==> src/rtl/noise_reg_port.sv <==
// noise_reg_port -- CPU-side register write port for the APU noise channel.
//
// Decodes CPU writes to BASE_ADDR+0/+2/+3 ($400C/$400E/$400F) into a small
// write-event FIFO and hands each event to the noise channel over a
// valid/ack handshake. The channel-visible shadow bytes r400c/r400e/r400f
// only change when a handshake completes. Writes are never merged, because
// every $400F write must reload the channel's length counter. A write to
// $4015 updates noise_en (bit 3) directly and is not queued.
//
// Optional feature, macro NOISE_REG_READBACK_EN:
//   defined   -> a $4015 read returns {overflow,3'b0,len_nonzero,3'b0} in
//                cpu_rdata and clears overflow (a drop at the same edge wins).
//   undefined -> cpu_re/len_nonzero are ignored, cpu_rdata is 0, and
//                overflow clears only on rst.
//
// Ports:
//   clk, rst               clock, async active-high reset
//   cpu_addr/wdata/we/re   CPU bus
//   cpu_rdata              registered $4015 read data
//   cpu_busy               queue full (a write presented now is dropped)
//   overflow               sticky: a queued-address write was dropped
//   wr_valid/sel/data/ack  queue head toward the channel (sel 0=$400C,1=$400E,2=$400F)
//   r400c/r400e/r400f      shadow registers consumed by the channel
//   noise_en               $4015 bit 3
//   len_nonzero            channel length counter != 0
module noise_reg_port #(
  parameter int          FIFO_DEPTH = 4,
  parameter logic [15:0] BASE_ADDR  = 16'h400C
) (
  input  logic        clk,
  input  logic        rst,
  input  logic [15:0] cpu_addr,
  input  logic [7:0]  cpu_wdata,
  input  logic        cpu_we,
  input  logic        cpu_re,
  output logic [7:0]  cpu_rdata,
  output logic        cpu_busy,
  output logic        overflow,
  output logic        wr_valid,
  output logic [1:0]  wr_sel,
  output logic [7:0]  wr_data,
  input  logic        wr_ack,
  output logic [7:0]  r400c,
  output logic [7:0]  r400e,
  output logic [7:0]  r400f,
  output logic        noise_en,
  input  logic        len_nonzero
);

  localparam int PTR_W = (FIFO_DEPTH > 1) ? $clog2(FIFO_DEPTH) : 1;
  localparam int CNT_W = PTR_W + 1;
  localparam logic [15:0] STATUS_ADDR = 16'h4015;

  typedef struct packed {
    logic [1:0] sel;
    logic [7:0] data;
  } wr_ent_t;

  wr_ent_t              fifo_q [FIFO_DEPTH];
  logic [PTR_W-1:0]     wptr_q, rptr_q;
  logic [CNT_W-1:0]     count_q, count_d;
  logic                 ovf_q, ovf_d;
  logic [7:0]           r400c_q, r400e_q, r400f_q;
  logic                 noise_en_q;
  logic [7:0]           rdata_q;

  logic                 push_req, push, pop, drop, full;
  logic [1:0]           push_sel;
  wr_ent_t              head;

  // Address decode for queued registers; $400D and anything else is ignored.
  always_comb begin
    push_req = 1'b0;
    push_sel = 2'd0;
    if (cpu_we) begin
      if (cpu_addr == BASE_ADDR) begin
        push_req = 1'b1;
        push_sel = 2'd0;
      end else if (cpu_addr == BASE_ADDR + 16'd2) begin
        push_req = 1'b1;
        push_sel = 2'd1;
      end else if (cpu_addr == BASE_ADDR + 16'd3) begin
        push_req = 1'b1;
        push_sel = 2'd2;
      end
    end
  end

  assign full     = (count_q == CNT_W'(FIFO_DEPTH));
  assign head     = fifo_q[rptr_q];
  assign wr_valid = (count_q != '0);
  // Fullness is judged before this edge's pop, so a push while full drops
  // even if the head leaves at the same edge.
  assign push     = push_req & ~full;
  assign drop     = push_req & full;
  assign pop      = wr_valid & wr_ack;

  always_comb begin
    count_d = count_q;
    case ({push, pop})
      2'b10:   count_d = count_q + CNT_W'(1);
      2'b01:   count_d = count_q - CNT_W'(1);
      default: count_d = count_q;
    endcase
  end

`ifdef NOISE_REG_READBACK_EN
  logic status_rd;
  assign status_rd = cpu_re & (cpu_addr == STATUS_ADDR);

  always_comb begin
    ovf_d = ovf_q;
    if (drop)           ovf_d = 1'b1;
    else if (status_rd) ovf_d = 1'b0;
  end

  always_ff @(posedge clk or posedge rst) begin
    if (rst)            rdata_q <= '0;
    else if (status_rd) rdata_q <= {ovf_q, 3'b000, len_nonzero, 3'b000};
  end
`else
  logic unused_rb;
  assign unused_rb = cpu_re ^ len_nonzero;

  always_comb begin
    ovf_d = ovf_q | drop;
  end

  always_ff @(posedge clk or posedge rst) begin
    if (rst) rdata_q <= '0;
    else     rdata_q <= '0;
  end
`endif

  always_ff @(posedge clk or posedge rst) begin
    if (rst) begin
      for (int i = 0; i < FIFO_DEPTH; i++) fifo_q[i] <= '0;
      wptr_q     <= '0;
      rptr_q     <= '0;
      count_q    <= '0;
      ovf_q      <= 1'b0;
      r400c_q    <= '0;
      r400e_q    <= '0;
      r400f_q    <= '0;
      noise_en_q <= 1'b0;
    end else begin
      count_q <= count_d;
      ovf_q   <= ovf_d;
      if (push) begin
        fifo_q[wptr_q] <= '{sel: push_sel, data: cpu_wdata};
        wptr_q         <= wptr_q + PTR_W'(1);
      end
      if (pop) begin
        rptr_q <= rptr_q + PTR_W'(1);
        case (head.sel)
          2'd0:    r400c_q <= head.data;
          2'd1:    r400e_q <= head.data;
          2'd2:    r400f_q <= head.data;
          default: ;
        endcase
      end
      if (cpu_we && cpu_addr == STATUS_ADDR) noise_en_q <= cpu_wdata[3];
    end
  end

  assign cpu_busy  = full;
  assign overflow  = ovf_q;
  assign wr_sel    = head.sel;
  assign wr_data   = head.data;
  assign r400c     = r400c_q;
  assign r400e     = r400e_q;
  assign r400f     = r400f_q;
  assign noise_en  = noise_en_q;
  assign cpu_rdata = rdata_q;

endmodule

==> config.mk <==
export PLATFORM = sky130hd
export DESIGN_NAME = noise_reg_port
export DESIGN_NICKNAME = d
export VERILOG_FILES = /design/src/rtl/noise_reg_port.sv
export SDC_FILE = /design/constraint.sdc
export NUM_CORES = 1
export LEC_CHECK = 0
export CAP_MARGIN = 20
export CORE_UTILIZATION = 45
export CTS_CLUSTER_DIAMETER = 100
export DETAILED_ROUTE_END_ITERATION = 7
export GPL_TIMING_DRIVEN = 0
export HOLD_SLACK_MARGIN = 0.08
export PLACE_DENSITY = 0.73
export SYNTH_ARGS = -nofsm -noshare
export SYNTH_HDL_FRONTEND = slang
export SYNTH_SLANG_ARGS = --single-unit
==> constraint.sdc <==
create_clock -name clk -period 3.2 [get_ports clk]
set_input_delay 0.96 -clock clk [delete_from_list [all_inputs] [get_ports clk]]
set_output_delay 0.96 -clock clk [all_outputs]
set_load 0.005 [all_outputs]
==> reports/metrics.cfg, run 1 <==
[timing]
tightest_slew_ns = 0.8759
relSlewSlack_pct = 41.61
setup_viol = 0
period_minus_slack_ns = 3.037
finalClockSkew_ns = 0.008060
fin_ws_ns = 0.1626
drv_slew = 0
fin_tns_setup_ns = 0
fmax_mhz = 329.2
finalCritPeriodShare_pct = 94.92
hold_viol = 0
rsz0062_at_grt = no

[clock_tree]
post_cts_resize_count = 1
cts_setup_buffers = 0
cts_max_level = 3
cts_buffers = 9
clock-sinks = 73
tritoncts = done
clock_latency_ns = 0.33
clock_path_buffers = 2
cts_root_buf = clkbuf_8
holdBufCountCts = 0
cts.clk_slew.worst_paths_ns = 0.07

[power_and_ir_drop]
p_per_area_mw_per_mm2 = 502.8
leakage_nw = 2.086
clkPwrFrac_pct = 38.1
p_seq_share_pct = 45.1
p_sw_share_pct = 24.64
irDropWorstVdd_mv = 0.2805
p_switching_mw = 0.5391
internal_power_mw = 1.649
comb_power_share_pct = 16.8

[cells_and_area]
layout.nets = 330
syn_to_final_growth_pct = 31.20
nFillCells = 542
antenna_cells = 0
final_layout_size_suffix_gt1_share_pct = 37.25

[floorplanning]
initial_core_util_pct = 47.77
io_pins = 76
die_w_um = 87.86
die-height_um = 87.86
rows = 30
core_area_mm2 = 0.006944
die-area_mm2 = 0.007719

[drt]
drtIter0Drc = 85
num_vias = 1967
wl_met2_um = 2798
wirelength_um = 5997
topRoutingLayerUsed = met4
first_pass_iters = 4
vias_per_cell = 4.992
met3WireLength_um = 223
wire_per_inst_um = 15.22
detail-route-antenna-nets = 0
drc = 0
wl_met1_um = 2885

[synthesis]
yosys_register_bits = 73
synthArstFlopShare_pct = 100.0
synth_top_family_by_area = multiplexers
synth_top_area_share_pct = 55.07
avgSynthCellArea_um2 = 15.72
synth_cell_type_count = 28
synth_xor_area_share_pct = 1.584
post-synth-top-count-cell = dfrtp_1
synth-simple-area-share_pct = 7.167
synth_warnings = 0
synth_edf_count = 0
netlist_instances = 211
muxShareOfSynthArea_pct = 29.50
synth_area_leaders = dfrtp_1, mux2_2, mux4_2
synth_compound_area_share_pct = 0.5658
synth_ff_type = dfrtp_1
yosys.area.top_type = dfrtp_1
netlist_area_mm2 = 0.003317
synth_commonest_cells = dfrtp_1, mux2_2, mux4_2
synth_fa_ha_area_share_pct = 2.490
yosysSeqAreaShare_pct = 55.07

[worst_setup_path]
critPathCaptureType = primary output
cp.arrival_ns = 2.08
crit_path_start_kind = flop
critPathMaxFanout = 10
path_class = flop to primary output
crit_required_ns = 2.24

[grt]
grt_pass1_wl_um = 9984
grt_pass1_vias = 1966
grtUsageTotal_pct = 17.37
grt.overflow.total = 0
grt_max_degree = 74
antenna_found_initial = 0

[worst_hold_path]
min_path_type = flop to flop

[placement]
pre_cts_slack_ns = -0.1549
port_buffers = 65
hpwl_um = 4264
place_congestion = 0.7180

[run_status]
run_status = finished clean

[run]
drv_cap = 0

-- layer usage --
metal  vias up  GRT usage [%]
met5         -              0
met4         0          7.303
met3        10          3.487
met2        45          25.79
met1       995          24.97
li1        917              -
-- power by group through the flow --
stage	Sequential (mW)	Clock, mW	Combinational (mW)
4_1_cts	0.988	0.858	0.378
5_1_grt	0.993	0.898	0.409
3_5_place_dp	1.01	0	0.373
3_3_place_gp	1.01	0	0.358
6_report	0.987	0.834	0.368
2_1_floorplan	0.998	0	0.259
-- sequential cells by signal (all words and copies together) (netlist names) --
register,cells
rptr_q,2
r400f,8
r400c,8
noise_en,1
count_q,3
wptr_q,2
fifo_q,40
r400e,8
overflow,1
-- layout make-up --
| type | count | area (um2) | area share [%] |
|---|---|---|---|
| Clock inverter | 5 | 105.1 | 2.415 |
| Tap cell | 96 | 120.1 | 2.760 |
| Buffer | 12 | 85.08 | 1.955 |
| Sequential cell | 73 | 1827 | 41.98 |
| Multi-Input combinational cell | 124 | 1400 | 32.17 |
| Inverter | 9 | 36.28 | 0.8338 |
| Timing Repair Buffer | 65 | 650.6 | 14.95 |
| Clock buffer | 10 | 127.6 | 2.933 |
-- stage by stage --
| stage | utilization, % | power, mW | instance area (um2) | hold WS, ns | instances |
|---|---|---|---|---|---|
| floorplan | - | 1.256 | 3343 | 0.4471 | 218 |
| global placement | 59.24 | 1.364 | 4114 | 0.4533 | 379 |
| detailed placement | 59.28 | 1.378 | 4116 | 0.4719 | 379 |
| CTS | 62.67 | 2.224 | 4352 | 0.4846 | 394 |
| global route | 62.67 | 2.301 | 4352 | 0.5093 | 394 |
| finish | 62.67 | 2.188 | 4352 | 0.4780 | 394 |
-- worst max-delay path, cell delays in order (launching register included) --
cell and delay (ns):
dfrtp_1 0.42, buf_4 0.26, mux4_2 0.60, clkdlybuf4s50_1 0.47
-- cells in the final DEF (no fill, tap or decap), drive strengths merged --
cell type      count
nor4b              2
bufinv             3
dfrtp             73
a21oi              1
fa                 1
nor3               1
mux4              10
nor2               2
ha                 5
xor2               3
nand3              1
or3                1
nand4              5
clkbuf            10
mux2              66
a41o               1
buf               12
mux2i              1
inv                9
clkinvlp           2
and4               2
nor3b              3
nand2              4
nor2b              2
nor4               2
conb               8
clkdlybuf4s50     65
xnor2              3
-- path summary, 6_finish.rpt --
kind | startpoint | slack (ns) | cells past startpoint | end
max in group asynchronous | rst | 1.46 | 2 | noise_en$_DFFE_PP0P_
min in group asynchronous | rst | 1.17 | 2 | count_q[1]$_DFFE_PP0P_
max reg2reg | count_q[0]$_DFFE_PP0P_ | 0.80 | 9 | count_q[2]$_DFFE_PP0P_
min reg2reg | count_q[2]$_DFFE_PP0P_ | 0.48 | 1 | count_q[2]$_DFFE_PP0P_
min | count_q[2]$_DFFE_PP0P_ | 0.48 | 1 | count_q[2]$_DFFE_PP0P_
max | rptr_q[0]$_DFFE_PP0P_ | 0.16 | 3 | wr_data[3]
-- logic make-up (layout without fill, tap and decap cells) --
logic type / after synthesis / count (layout)
mux: 77 / 77
flops: 73 / 73
simple gates: 25 / 25
buf+inv: 21 / 101
fa+ha+maj: 6 / 6
xor+xnor: 6 / 6
compound gates: 2 / 2
other cells: 1 / 8
Power figures use the tool's default switching activity.
==> run 2, diff against run 1 <==
--- a/config.mk
+++ b/config.mk
@@ -6,6 +6,7 @@
 export NUM_CORES = 1
 export LEC_CHECK = 0
 export CAP_MARGIN = 20
+export CORE_MARGIN = 2
 export CORE_UTILIZATION = 45
 export CTS_CLUSTER_DIAMETER = 100
 export DETAILED_ROUTE_END_ITERATION = 7
==> run 2 against run 1 <==
- largest power group unchanged
- clock skew is 0.0043 ns higher
- cell area down 0.46%
- clock-buffer cell count unchanged
- global-route usage fell by 1.1 points
- critical endpoint is now wr_data[1]
- sequential share of layout area up 0.19 points
- critical path type unchanged
- critical path depth unchanged
- core utilization decreased by 2.3 points
- sequential power about the same
==> reports/metrics.cfg, run 2 (same netlist as run 1, synthesis figures left out) <==
[timing]
setup_viol = 0  ; unchanged
finalClockSkew_ns = 0.01238  ; +0.004319 ns
drv_slew = 0  ; unchanged
relSlewSlack_pct = 55.80  ; +14 points
rsz0062_at_grt = no
finalCritPeriodShare_pct = 95.96  ; +1.0 points
tightest_slew_ns = 0.6616  ; -0.2143 ns
hold_viol = 0  ; unchanged
period_minus_slack_ns = 3.071  ; +0.03339 ns
fmax_mhz = 325.6  ; -1.1%
whs_ns = 0.4807  ; +0.002764 ns

[drt]
drc = 0  ; unchanged
num_vias = 1973  ; +0.31%
drtIter0Drc = 30  ; -65%
wirelength_um = 5967  ; -0.50%
first_pass_iters = 4  ; unchanged
wire_per_inst_um = 14.95  ; -1.7%
detail-route-antenna-nets = 0  ; unchanged
vias_per_cell = 4.945  ; -0.95%

[floorplanning]
initial_core_util_pct = 46.22  ; -1.5 points
die-area_mm2 = 0.008074  ; +4.6%
die-height_um = 89.86  ; +2.3%
io_pins = 76  ; unchanged
die_w_um = 89.86  ; +2.3%
rows = 31  ; +3.3%
core_area_mm2 = 0.007176  ; +3.3%

[cells_and_area]
layout.nets = 331  ; +0.30%
largest-register = fifo_q
largest_reg_flops = 40  ; unchanged
syn_to_final_growth_pct = 30.59
antenna_cells = 0  ; unchanged
final_area_mm2 = 0.004332  ; -0.46%
finalNonFillerCells = 399  ; +1.3%
nFillCells = 572  ; +5.5%
fin_util_pct = 60.37  ; -2.3 points
final_layout_size_suffix_gt1_share_pct = 38.00  ; +0.75 points
final_cell_mix = dfrtp_1, mux2_2, clkdlybuf4s50_1
mostFrequentLayoutCell = dfrtp_1

[clock_tree]
cts_root_buf = clkbuf_8
tritoncts = done
cts.clk_slew.worst_paths_ns = 0.07  ; about the same
cts_buffers = 9  ; unchanged
cts_max_level = 3  ; unchanged
clock-sinks = 73  ; unchanged
holdBufCountCts = 0  ; unchanged
clock_path_buffers = 2  ; unchanged
clock_latency_ns = 0.34  ; about the same

[worst_setup_path]
worstSetupStartpoint = rptr_q[0]$_DFFE_PP0P_
r2r_slack_ns = 0.62  ; -0.18 ns
crit_path_start_kind = flop
critPathMaxFanout = 10  ; unchanged
critPathCaptureType = primary output
crit_required_ns = 2.24  ; about the same
cp.arrival_ns = 2.11  ; +0.03 ns
crit_chain = buf_4, mux4_2, clkdlybuf4s50_1
cp_slowest_cell = mux4_2
path_class = flop to primary output
cp_slowest_stage_delay_ns = 0.60  ; about the same
reg2reg_from = count_q[0]$_DFFE_PP0P_

[grt]
grt_pass1_vias = 2077  ; +5.6%
grt.overflow.total = 0  ; unchanged
grt_max_degree = 71  ; -4.1%
grtUsageTotal_pct = 16.28  ; -1.1 points
grt_pass1_wl_um = 10380  ; +3.9%
antenna_found_initial = 0  ; unchanged

[placement]
place_area_mm2 = 0.004148  ; +0.76%
dp_cells = 383  ; +1.1%
hpwl_um = 4353  ; +2.1%
place_congestion = 0.7319  ; +1.9%
port_buffers = 65  ; unchanged

[run]
drv_cap = 0  ; unchanged

[power_and_ir_drop]
leakage_nw = 2.071  ; -0.74%
irDropWorstVdd_mv = 0.1931  ; -31%
p_per_area_mw_per_mm2 = 462.5  ; -8.0%

[run_status]
run_status = finished clean

[worst_hold_path]
min_path_type = flop to flop
min-delay-start = overflow$_DFF_PP0_

==> run 2: cell count changes in the layout (fill, tap and decap cells not counted), sizes merged <==
cell | before | now
clkinv | 0 | 2
bufinv | 3 | 0
clkinvlp | 2 | 4
buf | 12 | 13
==> run 2: worst paths after layout <==
kind | endpoint | cells after the start
worst max-delay path | wr_data[1] | 3
worst min-delay path | overflow$_DFF_PP0_ | 1
worst max register to register | count_q[2]$_DFFE_PP0P_ | 9
worst min register to register | overflow$_DFF_PP0_ | 1
max in group asynchronous | fifo_q[29]$_DFFE_PP0P_ | 3
min in group asynchronous | count_q[1]$_DFFE_PP0P_ | 2
==> run 2: metrics by stage <==
step | setup TNS, ns | total power [mW] | worst slack [ns]
global placement | -62.93 | 1.366 | -0.8632
CTS | 0 | 2.027 | 0.09376
global route | 0 | 2.104 | 0.01791
floorplan | 0 | 1.256 | 0.3867
detailed placement | -0.2428 | 1.380 | -0.1428
finish | 0 | 2.003 | 0.1292
==> run 2: final cells by class <==
type | instances | area, um2 | area share (%)
well taps | 99 | 123.9 | 2.860
plain buffers | 12 | 85.08 | 1.964
repair buffers | 66 | 678.2 | 15.66
clock inverters | 6 | 43.79 | 1.011
flip-flops and latches | 73 | 1827 | 42.17
clock buffers | 10 | 137.6 | 3.177
multi-input cells | 124 | 1400 | 32.32
inverters | 9 | 36.28 | 0.8377
==> run 2: worst max-delay path: cells and delay by family (launching register included) <==
| family | cells | cell delay (ns) |
|---|---|---|
| flip-flops | 1 | 0.44 |
| buffers and inverters | 2 | 0.74 |
| multiplexers | 1 | 0.60 |
==> run 2: metal layers <==
layer / wire (um) / vias to the layer above / global-route usage, %
li1: - / 921 / -
met1: 2673 / 985 / 21.86
met2: 2914 / 59 / 26.20
met3: 281 / 8 / 3.101
met4: 97 / 0 / 6.923
met5: 0 / - / 0
==> run 2: where the power goes <==
group / switching [mW] / internal, mW
Sequential: 0.0324 / 0.957
Combinational: 0.191 / 0.180
Clock: 0.342 / 0.302
Total: 0.565 / 1.44
==> run 2: what timing repair did <==
action / CTS / global route
buffers inserted: 0 / 0
endpoints found under the setup margin: 6 / 0
endpoints found under the hold margin: 0 / 0
resized for setup: 1 / 0
